==> src/rtl/lut_layer_pkg.sv <==
// rtl/lut_layer_pkg.sv - shared types and helpers for the programmable LUT layer
package lut_layer_pkg;

  typedef enum logic [1:0] {
    RUN   = 2'd0,
    DRAIN = 2'd1,
    PROG  = 2'd2
  } state_t;

  // A select port needs at least one bit even for a single-neuron layer.
  function automatic int neur_w(input int n);
    return (n > 1) ? $clog2(n) : 1;
  endfunction

endpackage

==> src/rtl/lut_neuron_tbl.sv <==
// rtl/lut_neuron_tbl.sv - one neuron truth table, sync write, async read
module lut_neuron_tbl #(
  parameter int IN_BITS  = 6,
  parameter int OUT_BITS = 1
) (
  input  logic                clk,
  input  logic                we,
  input  logic [IN_BITS-1:0]  waddr,
  input  logic [OUT_BITS-1:0] wdata,
  input  logic [IN_BITS-1:0]  raddr,
  output logic [OUT_BITS-1:0] rdata
);

  // No reset: contents survive rst_n so a layer need not be reprogrammed.
  logic [OUT_BITS-1:0] mem [2**IN_BITS];

  always_ff @(posedge clk) begin
    if (we) begin
      mem[waddr] <= wdata;
    end
  end

  assign rdata = mem[raddr];

endmodule

==> src/rtl/lut_layer_prog.sv <==
// rtl/lut_layer_prog.sv - programmable LUT layer with one registered lookup stage
module lut_layer_prog
  import lut_layer_pkg::*;
#(
  parameter int IN_BITS     = 6,
  parameter int OUT_BITS    = 1,
  parameter int NUM_NEURONS = 4,
  parameter int NEUR_W      = neur_w(NUM_NEURONS)
) (
  input  logic                            clk,
  input  logic                            rst_n,
  input  logic                            in_valid,
  output logic                            in_ready,
  input  logic [NUM_NEURONS*IN_BITS-1:0]  in_data,
  output logic                            out_valid,
  input  logic                            out_ready,
  output logic [NUM_NEURONS*OUT_BITS-1:0] out_data,
  input  logic                            cfg_valid,
  output logic                            cfg_ready,
  input  logic [NEUR_W-1:0]               cfg_neuron,
  input  logic [IN_BITS-1:0]              cfg_addr,
  input  logic [OUT_BITS-1:0]             cfg_data,
  input  logic                            cfg_last,
  output logic                            busy
);

  state_t                            state;
  logic                              in_xfer;
  logic                              out_xfer;
  logic                              cfg_xfer;
  logic [NUM_NEURONS*OUT_BITS-1:0]   lookup;
  logic [NUM_NEURONS-1:0]            we;

  // Pending config blocks new data so the drain can finish.
  assign in_ready = (state == RUN) && !cfg_valid && (!out_valid || out_ready);
  assign in_xfer  = in_valid && in_ready;
  assign out_xfer = out_valid && out_ready;
  assign cfg_xfer = cfg_valid && cfg_ready && rst_n;

  for (genvar n = 0; n < NUM_NEURONS; n++) begin : g_neuron
    assign we[n] = cfg_xfer && (cfg_neuron == NEUR_W'(n));

    lut_neuron_tbl #(
      .IN_BITS  (IN_BITS),
      .OUT_BITS (OUT_BITS)
    ) u_tbl (
      .clk   (clk),
      .we    (we[n]),
      .waddr (cfg_addr),
      .wdata (cfg_data),
      .raddr (in_data[n*IN_BITS +: IN_BITS]),
      .rdata (lookup[n*OUT_BITS +: OUT_BITS])
    );
  end

  always_ff @(posedge clk) begin
    if (!rst_n) begin
      state     <= RUN;
      cfg_ready <= 1'b0;
      busy      <= 1'b0;
      out_valid <= 1'b0;
      out_data  <= '0;
    end else begin
      if (in_xfer) begin
        out_valid <= 1'b1;
        out_data  <= lookup;
      end else if (out_xfer) begin
        out_valid <= 1'b0;
      end

      case (state)
        RUN: begin
          if (cfg_valid) begin
            busy <= 1'b1;
            if (out_valid) begin
              state <= DRAIN;
            end else begin
              state     <= PROG;
              cfg_ready <= 1'b1;
            end
          end
        end
        DRAIN: begin
          // Output register is empty after this edge, so writes may start.
          if (!out_valid || out_ready) begin
            state     <= PROG;
            cfg_ready <= 1'b1;
          end
        end
        PROG: begin
          if (cfg_xfer && cfg_last) begin
            state     <= RUN;
            cfg_ready <= 1'b0;
            busy      <= 1'b0;
          end
        end
        default: begin
          state     <= RUN;
          cfg_ready <= 1'b0;
          busy      <= 1'b0;
        end
      endcase
    end
  end

endmodule

==> config.mk <==
export PLATFORM = sky130hd
export DESIGN_NAME = lut_layer_prog
export DESIGN_NICKNAME = d
export VERILOG_FILES = /design/src/rtl/lut_layer_pkg.sv /design/src/rtl/lut_neuron_tbl.sv /design/src/rtl/lut_layer_prog.sv
export SDC_FILE = /design/constraint.sdc
export NUM_CORES = 1
export LEC_CHECK = 0
export ABC_AREA = 1
export CAP_MARGIN = 20
export CORE_AREA = 2 2 181 183
export CTS_CLUSTER_SIZE = 12
export DETAILED_ROUTE_END_ITERATION = 10
export DIE_AREA = 0 0 183 185
export MAX_ROUTING_LAYER = met4
export PLACE_DENSITY = 0.65
export SLEW_MARGIN = 20
export SYNTH_ARGS = -nofsm -noshare
export SYNTH_HDL_FRONTEND = slang
export SYNTH_HIERARCHICAL = 1
export SYNTH_SLANG_ARGS = --single-unit
==> constraint.sdc <==
create_clock -name clk -period 4.7 [get_ports clk]
set_clock_uncertainty 0.2 [all_clocks]
set_input_delay 0.705 -clock clk [delete_from_list [all_inputs] [get_ports clk]]
set_output_delay 0.705 -clock clk [all_outputs]
set_load 0.02 [all_outputs]
# Word level (Yosys, flattened, before mapping)
# Memories as Yosys holds them, arrays and structs flattened. A register that Yosys moved wholly into a read port is not among the register bits.
# Index checks and enable logic that the tools add are counted.
# classes
eq_ne,9
muxes,22
n_reduce_logical,24
n_bitwise,1
# op_table
op,count
2-to-1 mux 1 bit,15
logical AND 1 bit,11
2-to-1 mux 2 bit,4
"inequality test 2 bit, second input constant",4
"== test 2 bit, second input constant",3
logical NOT 1 bit,6
one-hot mux 1 bit (3 select lines),2
one-hot mux 2 bit (3 select lines),1
AND reduction 3 bit,2
"== test 2 x 1 -> 1 bit, second input constant",2
logical NOT 2 bit,2
AND reduction 4 bit,1
nonzero test 2 bit,1
logical OR 1 bit,1
NOT 1 bit,1
# totals
n_memories,4
output_inout_bits,8
in_bits,39
ff_bits,5
ram_bits,256
# mem_list
name,words,word_bits,rd,rd_clocked_by_memory_dff,write_ports,line_no,text
g_neuron[0].u_tbl.mem,64,1,1,1,1,lut_neuron_tbl.sv:15,logic [OUT_BITS-1:0] mem [2**IN_BITS];
g_neuron[1].u_tbl.mem,64,1,1,1,1,lut_neuron_tbl.sv:15,
g_neuron[2].u_tbl.mem,64,1,1,1,1,lut_neuron_tbl.sv:15,
g_neuron[3].u_tbl.mem,64,1,1,1,1,lut_neuron_tbl.sv:15,

# Longest topological paths before layout
# depth
word_depth,5
depth_mapped,13

# Modules after synthesis
# Netlist, hierarchy kept.
# modules_own_cells
mod,cells_per_inst,area_each_um2,n_inst,seq_area_each_um2
lut_neuron_tbl,313,3025.4,4,1921.8
lut_layer_prog,63,442.9,1,180.2

# Least setup slack after synthesis
# Ideal clock, no wire load.
# synth_path
kind,input to register
from,input rst_n
to,memory g_neuron[0].u_tbl.mem[34] (enable)
cell_stages,7
t_required_ps,4174
slack_ps,2563
t_arrival_ps,1610
setup_ps,326
path_buffers,1
cell_sequence,nand2_1 > inv_2 > nand2_1 > nor3_1 > buf_2 > nand3_1 > nor4_1
# synth_between
elab_chain_len,4
# synth_rtl
element,line_no,text
"start, declared",lut_layer_prog.sv:11,"input logic rst_n,"
logical AND 1 bit,lut_layer_prog.sv:38,assign cfg_xfer = cfg_valid && cfg_ready && rst_n;
logical AND 1 bit,lut_layer_prog.sv:41,assign we[n] = cfg_xfer && (cfg_neuron == NEUR_W'(n));
net we[0],lut_layer_prog.sv:32,logic [NUM_NEURONS-1:0] we;
2-to-1 mux 1 bit,lut_neuron_tbl.sv:18,if (we) begin
2-to-1 mux 1 bit (implied by the code),lut_neuron_tbl.sv:19,mem[waddr] <= wdata;
"end, declared",lut_neuron_tbl.sv:15,
# The timed path passes the listed nets, and every way through them passes these cells.

# Worst setup path after layout
# layout_path
from,input cfg_valid
to,output in_ready
# layout_between
elab_chain_len,3
# layout_rtl
element,line_no,text
"start, declared",lut_layer_prog.sv:18,"input logic cfg_valid,"
logical NOT 1 bit,lut_layer_prog.sv:35,assign in_ready = (state == RUN) && !cfg_valid && (!out_valid || out_ready);
logical AND 1 bit (2 in a row),lut_layer_prog.sv:35,
"end, declared",lut_layer_prog.sv:13,"output logic in_ready,"
# Every way passes these cells.

==> run summary <==
status - finished clean
antenna violations before repair - 0
io pins - 47
Syn Nets - 1354
Crit Path Category - in2out
DRT iter0 DRCs - 1060
first-pass GRT wire length - 47700 µm
Synth Flop Type - edfxtp_1
post-synthesis mux area share - 0%
row count - 66
Compound-Gate Fraction of Synth Area - 0.439%
Worst-Skew Late Latency - 550 ps
Hold WC Path Type - reg2reg
largest net degree at the start of global routing - 147
fmax - 325 MHz
Post-Synth Adder-Cell Area - 0%
Die H - 185 µm
CTS Root Cell - clkbuf_16
routability-driven placement congestion ratio - 0.859
synth top area cells - edfxtp_1 (61%), nand2_1 (11%), nand3_1 (10%)
Async SR Flop Fraction - 0%
post-DP HPWL - 18500 µm
Cell Area, Synth - 0.0125 mm²
Crit Path Max Fanout - 6
final wirelength - 30100 µm
Post-synth EDFFs - 256
CTS buffer count - 29
clock-pin slew on the worst setup and hold paths - 60 ps
actual slew at the worst max-slew pin - 1040 ps
Clock Path Buffers - 3
Initial Util - 39.2%
vias - 9480
Post-Synth Simple-Gate Area - 31.1%
LEAKAGE - 4.91 nW
post-route ant nets - 0
global route overflow - 0
flops & latches, synth - 265
Synth area leader - edfxtp_1
ANT cells - 0
crit-path cells - clkdlybuf4s50_1 -> inv_1 -> nand2_2 -> nor2_8 -> clkdlybuf4s50_1
Worst R2R Start - cfg_ready$_SDFFE_PN0P_
YS warnings - 6
Worst setup EP type - primary output
CTS Hold Bufs - 0
worst hold slack - 268 ps
unrepaired setup endpoints after global routing - no
count of filler cells inserted in the layout - 3064
CTS tree - done
Hold Startpoint - out_data[3]$_SDFFE_PN0P_
Hold Path Sink - out_data[3]$_SDFFE_PN0P_
share of layout cells above drive strength 1 - 5.07%
Die W - 183 µm
worst r2r dst - g_neuron[1].u_tbl/mem[19]$_DFFE_PP_
CP Launch Type - input pin
Synth Area in XOR/XNOR - 0%
synthesized instance count - 1315
largest family of logic cells by synthesized area - simple AND/OR/NAND/NOR gates
final hold violation count - 0
crit-path max cell delay - 620 ps
vias in the first global route - 9004
Global Route Usage Sum - 18.3%
Pwr per Cell Area - 365 mW/mm²
synthesized area per cell - 9.54 µm²
r2r worst-path depth - 7
Bufs and invs on worst path - 3
# clock sinks - 265
DIE AREA - 0.0339 mm²
Hold Crit Depth - 2
Post-synth top cells - nand2_1 (358), edfxtp_1 (256), nand3_1 (251)
crit path DAT - 2170 ps
maxcap violations - 0
period utilization - 65.4%
Layout Nets - 1400
WP data required - 3800 ps
Core Footprint - 0.0320 mm²
Tmin final - 3080 ps
Buffers on Ports - 46
setup_tns - 0 ps
sequential share of the synthesized area - 62.7%
routed len/inst - 16.8 µm
Remaining DRCs - 0
DR vias/cell - 5.30
TritonRoute pass-1 iters - 7
top cell type's share of synthesized area - 61.3%
CP max stage cell - clkdlybuf4s50_1
Post-CTS Resized - 0
Layout area overhead - 12.1%
Max-slew headroom - 30.7%
R2R setup slack - 2420 ps
maximum vdd drop - 284 µV
Post-CTS Setup Inserts - 0
most used cell, CP - clkdlybuf4s50_1
H-tree levels - 1
synth unique cells - 19
most common cell in the netlist - nand2_1
Slew Viols, Final - 0
Largest delay share family, worst path - buffers and inverters
Final Setup Violations - 0
layout by cell type (no fill, tap or decap), types with 9 or more instances in the layout:
| cell type | n |
|---|---|
| a21oi_1 | 9 |
| buf_4 | 16 |
| clkbuf_16 | 29 |
| clkdlybuf4s50_1 | 45 |
| clkinv_1 | 9 |
| dfxtp_1 | 9 |
| edfxtp_1 | 256 |
| inv_1 | 63 |
| nand2_1 | 358 |
| nand3_1 | 251 |
| nand4_1 | 22 |
| nor2_1 | 245 |
| nor3_1 | 21 |
| nor4_1 | 16 |
how the worst max path moves through the flow:
stage                           from                                  end  slack (ps)  cells after the start
after floorplan                rst_n  g_neuron[0].u_tbl/mem[34]$_DFFE_PP_        2560                      7
after global placement         rst_n  g_neuron[1].u_tbl/mem[50]$_DFFE_PP_        1410                      8
after detailed placement  in_data[6]             out_data[1]$_SDFFE_PN0P_        1370                     12
after CTS                  cfg_valid                             in_ready        1620                      5
after global routing       cfg_valid                             in_ready        1560                      5
final                      cfg_valid                             in_ready        1620                      5
final cells by class:
cell class                      count  area (µm²)  area share, %
Clock buffer                       35         748           5.32
Clock inverter                     17        80.1          0.569
Inverter                           73         294           2.09
Multi-Input combinational cell    929        3960           28.2
Sequential cell                   265        7870           55.9
Tap cell                          408         510           3.63
Timing Repair Buffer               63         602           4.28
stage by stage:
stage	std cells	setup WS [ps]	cell area [µm²]	total power [W]	utilization, %
3_3_place_gp	1738	1410	13200	0.00316	41.3
3_5_place_dp	1738	1370	13200	0.00317	41.3
2_1_floorplan	1315	2560	12500	0.00298	-
5_1_grt	1790	1560	14100	0.00531	43.9
6_report	1790	1620	14100	0.00514	43.9
4_1_cts	1790	1620	14100	0.00517	43.9
cells by family after synthesis:
logic type,count (synthesis)
AOI/OAI and AO/OA,11
DFF,265
and+or+nand+nor,918
buffers and inverters,121
report_power, final:
part           internal, W  switching, W  leakage [nW]
clock network      0.00112      0.000898         0.407
logic             0.000155      0.000333          2.13
registers          0.00261     0.0000217          2.37
total              0.00389       0.00125          4.91
registers in the layout, indices dropped and copies added (netlist names):
name	cells
out_valid	1
cfg_ready	1
g_neuron.u_tbl/mem	256
busy	1
state	2
out_data	4
worst min-delay path: cells and delay by family (launching register included):
family / cells / cell delay, ps
AND/OR/NAND/NOR: 1 / 60
flip-flops: 1 / 310
AO/OA/AOI/OAI: 1 / 50
layer usage:
metal | global-route usage [%] | vias up | wire length, µm
met5 | - | - | 0
met4 | 4.58 | 0 | 483
met3 | 2.44 | 45 | 2210
met2 | 29.3 | 328 | 14100
met1 | 24.9 | 4519 | 13300
li1 | - | 4588 | -
No activity file was read; power rests on OpenSTA's default activity.
==> patch (same flow settings) <==
Add an input register stage for `cfg_data`; this delays it by one clock. The other inputs are not delayed to match.
--- a/src/rtl/lut_layer_prog.sv
+++ b/src/rtl/lut_layer_prog.sv
@@ -24,6 +24,12 @@
   output logic                            busy
 );
 
+  logic [OUT_BITS-1:0] cfg_data_q;
+
+  always_ff @(posedge clk) begin
+    cfg_data_q <= cfg_data;
+  end
+
   state_t                            state;
   logic                              in_xfer;
   logic                              out_xfer;
@@ -47,7 +53,7 @@
       .clk   (clk),
       .we    (we[n]),
       .waddr (cfg_addr),
-      .wdata (cfg_data),
+      .wdata (cfg_data_q),
       .raddr (in_data[n*IN_BITS +: IN_BITS]),
       .rdata (lookup[n*OUT_BITS +: OUT_BITS])
     );
Check against the original RTL: not equivalent (a bounded check fails within 4 cycles, from zero or initial values and one cycle with rst_n low).
==> patch against the unedited design <==
Worst setup slack worse by 56 ps; area after synthesis is 0.16% higher; cell count is 0.11% lower; power is 1.9% higher; routed wire length is 0.48% higher; sequential cell count is 1 higher; count of clock-buffer cells in the layout is 13 higher; final area is 0.29% higher; worst hold slack better by 0.91 ps; largest cell class unchanged.
==> patch: results (changes against the unedited design) <==
Global placement routability congestion = 0.8765 (was 0.8588)
Vias in the first global route = 9145 (was 9004)
Drt initial violations = 957 (was 1060)
Combinational Power Share = 9.0% (was 9.5%)
Post-DP HPWL = 18980 um (was 18500 um)
Maximum VDD drop = 0.3270 mV (was 0.2844 mV)
Post-synthesis sequential area ratio = 62.78% (was 62.72%)
Number of flops mapped to enable cells by yosys = 256 (unchanged)
Cell Pwr Density = 371.1 nW/um2 (was 365.3 nW/um2)
Worst Tran Pin Value = 1077 ps (was 1036 ps)
Initial DRT Pass Iterations = 5 (was 7)
Clk root buf = clkbuf_16 (unchanged)
Post-DR vias/cell = 5.304 (was 5.296)
Slowest stage delay, CP = 630 ps
Flop pwr share = 50.8% (was 51.2%)
LEAKAGE = 4.927 nW (was 4.911 nW)
Largest net degree at the start of global routing = 111 (was 147)
Largest cells by area after synthesis = edfxtp_1, nand2_1, nand3_1, nor2_1, buf_6 (unchanged)
Layout cells sized above 1 = 5.145% (was 5.065%)
Filler cell count in the final layout = 3079 (was 3064)
First-pass GRT wire length = 48400 um (was 47730 um)
Synth Warn # = 6 (unchanged)
Pre-CTS setup slack = 1268 ps (was 1373 ps)
Number of antenna violations at the first check in global routing = 0 (unchanged)
Run status = finished clean (unchanged)
Num CTS Buffers = 28 (was 29)
Syn Nets = 1355 (was 1354)
HP Class = reg2reg (unchanged)
Gr usage total = 18.51% (was 18.33%)
CTS H-tree depth = 1 (unchanged)
Area of placed instances = 13220 um2 (was 13240 um2)
Fin nets = 1397 (was 1400)
Crit path max-delay cell type = clkdlybuf4s50_1 (unchanged)
Switch share = 23.63% (was 24.38%)
Top FF cell, synth = edfxtp_1 (unchanged)
Library cells used by synthesis = 19 (unchanged)
Total Wirelength = 30210 um (was 30070 um)
[patch: changes by cell type after synthesis]
| cell | change |
|---|---|
| dfxtp_1 | +1 |
[patch: through the flow]
step	util (%)	hold slack, ps	instances
after floorplan	-	279.0	1316
after detailed placement	41.26	253.6	1736
after global routing	44.03	282.2	1788
after global placement	41.27	259.3	1736
final	44.03	268.9	1788
after CTS	44.03	270.0	1788
[patch: layout make-up]
type / count / area share, %
inverters: 73 / 2.084
multi-input cells: 929 / 28.09
clock buffers: 48 / 6.067
well taps: 408 / 3.619
clock inverters: 4 / 0.2217
repair buffers: 60 / 3.974
flip-flops and latches: 266 / 55.94
[patch: final timing paths]
| check | cells past startpoint | slack (ps) | endpoint | from |
|---|---|---|---|---|
| min reg2reg | 2 | 270 | out_data[2]$_SDFFE_PN0P_ | out_data[2]$_SDFFE_PN0P_ |
| min | 2 | 270 | out_data[2]$_SDFFE_PN0P_ | out_data[2]$_SDFFE_PN0P_ |
| max reg2reg | 7 | 2280 | g_neuron[1].u_tbl/mem[10]$_DFFE_PP_ | cfg_ready$_SDFFE_PN0P_ |
| max | 5 | 1570 | in_ready | cfg_valid |
[patch: worst min-delay path, cell delays in order, from the launching register on]
cell	delay (ps)
dfxtp_1	310
nand2_1	60
a21oi_1	50
[patch: logic make-up (layout without fill, tap and decap cells)]
group | after synthesis | in the layout | synth area share [%]
flip-flops | 266 | 266 | 62.78
buffers and inverters | 121 | 185 | 5.686
AND/OR/NAND/NOR | 918 | 918 | 31.10
AO/OA/AOI/OAI | 11 | 11 | 0.4381
[patch: layer usage]
metal	wire [um]	global-route usage, %
met1	13240	24.60
met2	14470	30.35
met3	1843	2.222
met4	660	4.800
met5	0	-
